$ cat config.mk
export PLATFORM = sky130hd
export DESIGN_NAME = mux4_rr_sched
export DESIGN_NICKNAME = d
export VERILOG_FILES = /design/src/rtl/mux4_rr_sched.sv
export SDC_FILE = /design/constraint.sdc
export NUM_CORES = 1
export LEC_CHECK = 0
export CAP_MARGIN = 5
export CORE_MARGIN = 4
export CORE_UTILIZATION = 49
export DETAILED_ROUTE_END_ITERATION = 10
export PLACE_DENSITY = 0.78
export SLEW_MARGIN = 10
export SYNTH_ARGS = -nofsm -noshare
export SYNTH_HDL_FRONTEND = slang
export SYNTH_SLANG_ARGS = --single-unit
$ cat constraint.sdc
create_clock -name clk -period 2.6 [get_ports clk]
set_input_delay 0.26 -clock clk [delete_from_list [all_inputs] [get_ports clk]]
set_output_delay 0.26 -clock clk [all_outputs]
set_load 0.01 [all_outputs]
$ cat src/rtl/mux4_rr_sched.sv
// -----------------------------------------------------------------------------
// mux4_rr_sched
// Round-robin scheduler for a shared external 4:1 mux (inputs a,b,c,d; selects
// x,y). Grants one requester at a time for a bounded burst, then passes
// ownership to the next requester in circular order.
//
// Ports
//   clk       in   1      rising-edge clock
//   rst       in   1      synchronous active-high reset
//   req       in   4      requests, bit0=a bit1=b bit2=c bit3=d
//   grant     out  4      registered one-hot grant, zero when idle
//   x         out  1      mux select, owner index bit0 (held while idle)
//   y         out  1      mux select, owner index bit1 (held while idle)
//   busy      out  1      high while a grant is active
//   hold_cnt  out  CNT_W  cycles into the current grant (1..HOLD_MAX), 0 idle
// -----------------------------------------------------------------------------
module mux4_rr_sched #(
  parameter int HOLD_MAX = 4,
  parameter int CNT_W    = 4
) (
  input  logic             clk,
  input  logic             rst,
  input  logic [3:0]       req,
  output logic [3:0]       grant,
  output logic             x,
  output logic             y,
  output logic             busy,
  output logic [CNT_W-1:0] hold_cnt
);

  localparam logic [CNT_W-1:0] HOLD_MAX_C = CNT_W'(HOLD_MAX);
  localparam logic [CNT_W-1:0] CNT_ONE    = CNT_W'(1);
  localparam logic [CNT_W-1:0] CNT_ZERO   = CNT_W'(0);

  typedef enum logic [0:0] {
    IDLE = 1'b0,
    BUSY = 1'b1
  } state_t;

  state_t           state_r;
  state_t           state_nx_s;
  logic [1:0]       ptr_r;
  logic [1:0]       ptr_nx_s;
  logic [3:0]       grant_nx_s;
  logic             x_nx_s;
  logic             y_nx_s;
  logic [CNT_W-1:0] hold_nx_s;
  logic [1:0]       owner_s;
  logic [1:0]       win_s;
  logic             release_s;

  // First set request bit scanning circularly from the pointer.
  function automatic logic [1:0] pick_winner(input logic [3:0] r, input logic [1:0] p);
    logic [1:0] idx;
    logic [1:0] win;
    logic       found;
    win   = p;
    found = 1'b0;
    for (int k = 0; k < 4; k++) begin
      idx = p + 2'(k);
      if (!found && r[idx]) begin
        win   = idx;
        found = 1'b1;
      end else begin
        found = found;
      end
    end
    return win;
  endfunction

  // The selects always hold the owner index while a grant is active.
  assign owner_s   = {y, x};
  assign win_s     = pick_winner(req, ptr_r);
  assign release_s = !req[owner_s] || (hold_cnt == HOLD_MAX_C);

  // Next-state and next-output decode.
  always_comb begin
    state_nx_s = state_r;
    ptr_nx_s   = ptr_r;
    grant_nx_s = grant;
    x_nx_s     = x;
    y_nx_s     = y;
    hold_nx_s  = hold_cnt;
    case (state_r)
      IDLE: begin
        if (req != 4'b0000) begin
          state_nx_s = BUSY;
          grant_nx_s = 4'b0001 << win_s;
          x_nx_s     = win_s[0];
          y_nx_s     = win_s[1];
          hold_nx_s  = CNT_ONE;
          ptr_nx_s   = win_s + 2'd1;
        end else begin
          state_nx_s = IDLE;
        end
      end
      BUSY: begin
        if (!release_s) begin
          hold_nx_s = hold_cnt + CNT_ONE;
        end else if (req != 4'b0000) begin
          // Owner is already demoted by the pointer, so it only wins if alone.
          state_nx_s = BUSY;
          grant_nx_s = 4'b0001 << win_s;
          x_nx_s     = win_s[0];
          y_nx_s     = win_s[1];
          hold_nx_s  = CNT_ONE;
          ptr_nx_s   = win_s + 2'd1;
        end else begin
          // Selects keep their value so the mux does not glitch back to a.
          state_nx_s = IDLE;
          grant_nx_s = 4'b0000;
          hold_nx_s  = CNT_ZERO;
        end
      end
      default: begin
        state_nx_s = IDLE;
        grant_nx_s = 4'b0000;
        hold_nx_s  = CNT_ZERO;
      end
    endcase
  end

  // State, pointer and registered outputs with synchronous reset.
  always_ff @(posedge clk) begin
    if (rst) begin
      state_r  <= IDLE;
      ptr_r    <= 2'd0;
      grant    <= 4'b0000;
      x        <= 1'b0;
      y        <= 1'b0;
      busy     <= 1'b0;
      hold_cnt <= CNT_ZERO;
    end else begin
      state_r  <= state_nx_s;
      ptr_r    <= ptr_nx_s;
      grant    <= grant_nx_s;
      x        <= x_nx_s;
      y        <= y_nx_s;
      busy     <= (state_nx_s == BUSY);
      hold_cnt <= hold_nx_s;
    end
  end

endmodule

==> qor.txt <==
RD Place Congestion - 0.811
Routed WL per cell - 12.6 um
WP data arrival - 2.15 ns
total grt overflow - 0
CP dominant cell by count - nor2_1
CTS Buf Count - 3
num ports - 17
diode count - 0
synthesis-to-layout area growth - 24.7%
largest net degree at the start of global routing - 14
share of cells above drive strength 1 - 0.100
Power Dens Cells - 593 nW/um^2
fin nets - 113
WP data required - 2.74 ns
Rows - 13
CTS Root Cell - clkbuf_4
DP HPWL - 1120 um
Final Hold Viols - 0
Total GRT Usage - 0.150
vias in the first global route - 608
Vias per Instance - 5.43
Worst R2R Setup Slack - 0.84 ns
core area - 1370 sq um
Max Fclk - 498 MHz
htree depth - 1
VDD IR max - 0.000331 V
Max Buffers Root-to-Sink - 2
CTS tree - built
CTS resizes - 0
max-slew violations - 0
Die ar. - 2210 sq um
post-synthesis register bit count - 13
sequential fraction of the synthesis area - 0.350
Critical Path Max Stage Delay - 0.61 ns
RSZ-0062 raised after global routing - false
Post-Synthesis Cells - 83
reg2reg path depth - 7
Post-CTS Setup Inserts - 0
Worst setup SP type - primary input
WS Path Type - in2reg
hold path depth - 2
MaxCap Viol Count - 0
Hold Buf Count CTS - 0
leakage power - 0.366 nW
hold endpoint - grant[0]$_SDFFE_PP0P_
critical path's slowest cell - clkdlybuf4s50_1
Sum Neg Setup Slack - 0 ns
final worst path period share - 0.773
final WL - 1450 um
status - finished clean
Post-route DRC - 0
via count - 625
Hold Path Class - reg2reg
clock latency on the worst-skew pair - 0.26 ns
mapped cell area - 744 sq um
post-synth cell types - 33
CTS Sinks - 13
Die H - 47.0 um
syn_nets - 95
Avg Cell Area, Syn - 8.97 sq um
Die X - 47.0 um
CTS clk-pin slew, worst paths - 0.08 ns
dpl cells - 111
drt initial violations - 9
min-delay src - grant[0]$_SDFFE_PP0P_
Initial Util - 0.545
first-pass GRT wire length - 2420 um
RR Endpoint - ptr_r[1]$_SDFFE_PP0P_
minimum clock period after layout - 2.01 ns
Rel. slew slack - 0.669
clock skew - 0.00348 ns
critical path fanouts, max - 7
ANT nets after route - 0
Non-Filler Instances - 115
Ys Warns - 0
antenna violations before repair - 0
CP cell instances - clkdlybuf4s50_1 > nor2_1 > a221o_1 > o22ai_1 > inv_2 > ha_1 > mux2i_1 > nor2_1
port buffer count - 16
drt pass-1 iters - 3
FF-to-FF Start - ptr_r[1]$_SDFFE_PP0P_
Final Setup Violations - 0
crit end category - flip-flop
worst slew pin tran - 0.492 ns
[cell usage in the layout, fill, tap and decap left out, drive strengths merged]
cell,netlist,layout
a31o,2,2
mux4,1,1
nor3b,2,2
a31oi,2,2
a22oi,1,1
nor2,9,9
mux2i,1,1
nand2,6,6
a211oi,1,1
and3,2,2
nand3b,2,2
inv,6,6
nor2b,3,3
nor4,1,1
ha,6,6
and2,1,1
a211o,1,1
nand3,1,1
nand4,1,1
dfxtp,13,13
o211a,1,1
nand4b,1,1
o22ai,1,1
a21oi,6,6
and2b,1,1
clkbuf,0,4
a221o,1,1
o21ai,7,7
clkdlybuf4s50,0,16
[worst max-delay path: cells and delay by family]
family                   cells  cell delay [ns]
adder cells (fa/ha/maj)      1             0.28
buffers and inverters        2             0.70
AND/OR/NAND/NOR              2             0.13
multiplexers                 1             0.13
AO/OA/AOI/OAI                2             0.65
[metal layers]
layer	track usage	part of all wire	vias to the layer above
li1	-	-	331
met1	0.194	0.50	289
met2	0.236	0.47	5
met3	0.0383	0.029	0
met4	0.0663	0	0
met5	0	0	-
[synth_stat cells]
library cell   n  share of area
a31oi_4        1          0.029
o211a_1        1          0.013
a22oi_1        1          0.010
o21ai_0        2          0.013
a31oi_1        1         0.0084
nor3b_1        2          0.020
buf_2          2          0.013
nor4_2         1          0.017
ha_1           6           0.10
nor2_2         1         0.0084
inv_1          5          0.025
a221o_1        1          0.013
o21ai_1        5          0.034
buf_6          1          0.015
nand4_1        1         0.0084
inv_2          1         0.0050
o22ai_1        1         0.0084
and2b_1        1          0.010
nand3b_1       2          0.020
nand3_1        1         0.0067
nand4b_1       1          0.012
mux2i_1        1          0.013
mux4_2         1          0.030
a211oi_2       1          0.017
nor2b_1        3          0.025
a31o_1         2          0.024
nand2_1        6          0.030
a21oi_1        6          0.040
and2_1         1         0.0084
and3_1         2          0.017
a211o_2        1          0.013
nor2_1         8          0.040
dfxtp_1       13           0.35
[flip-flops by register name (all words and copies together), names as in the netlist]
signal and flops:
hold_cnt 4, state_r 1, grant 4, y 1, x 1, ptr_r 2
[how the worst max path moves through the flow]
stage | startpoint | end | slack, ns | cells past startpoint
2_1_floorplan | x$_SDFFE_PP0P_ | ptr_r[1]$_SDFFE_PP0P_ | 0.97 | 5
3_3_place_gp | req[1] | ptr_r[1]$_SDFFE_PP0P_ | 0.41 | 8
3_5_place_dp | req[1] | ptr_r[1]$_SDFFE_PP0P_ | 0.34 | 8
4_1_cts | req[1] | ptr_r[1]$_SDFFE_PP0P_ | 0.63 | 8
5_1_grt | req[1] | ptr_r[1]$_SDFFE_PP0P_ | 0.52 | 8
6_report | req[1] | ptr_r[1]$_SDFFE_PP0P_ | 0.59 | 8
[cell type report]
class                      instances  area [sq um]
tap                               15          18.8
sequential                        13           260
multi-input combinational         61           440
timing repair buffer              16           160
fill                             121           438
inverter                           6          22.5
clock buffer                       4          26.3
[cells by family (layout without fill, tap and decap cells)]
family | after synthesis | in the layout | share of synthesized area
DFF | 13 | 13 | 0.350
AOI/OAI and AO/OA | 23 | 23 | 0.224
adders and majority gates | 6 | 6 | 0.101
buffers and inverters | 9 | 26 | 0.0588
and+or+nand+nor | 30 | 30 | 0.224
muxes | 2 | 2 | 0.0437
[where the power goes]
part           internal (mW)  total (mW)  leakage [nW]  switching, mW
Combinational         0.0912       0.181         0.244         0.0900
Clock                 0.0593       0.120        0.0150         0.0611
Sequential             0.226       0.249         0.107         0.0235
Total                  0.376       0.550         0.366          0.175
[stage by stage]
step | hold slack [ns] | worst slack (ns) | power, mW | area, sq um | utilization
2_1_floorplan | 0.400 | 0.971 | 0.371 | 744 | -
3_3_place_gp | 0.472 | 0.414 | 0.434 | 902 | 0.660
3_5_place_dp | 0.472 | 0.338 | 0.435 | 902 | 0.660
4_1_cts | 0.484 | 0.634 | 0.560 | 928 | 0.679
5_1_grt | 0.515 | 0.517 | 0.600 | 928 | 0.679
6_report | 0.480 | 0.590 | 0.550 | 928 | 0.679
Power figures use the tool's default switching activity.
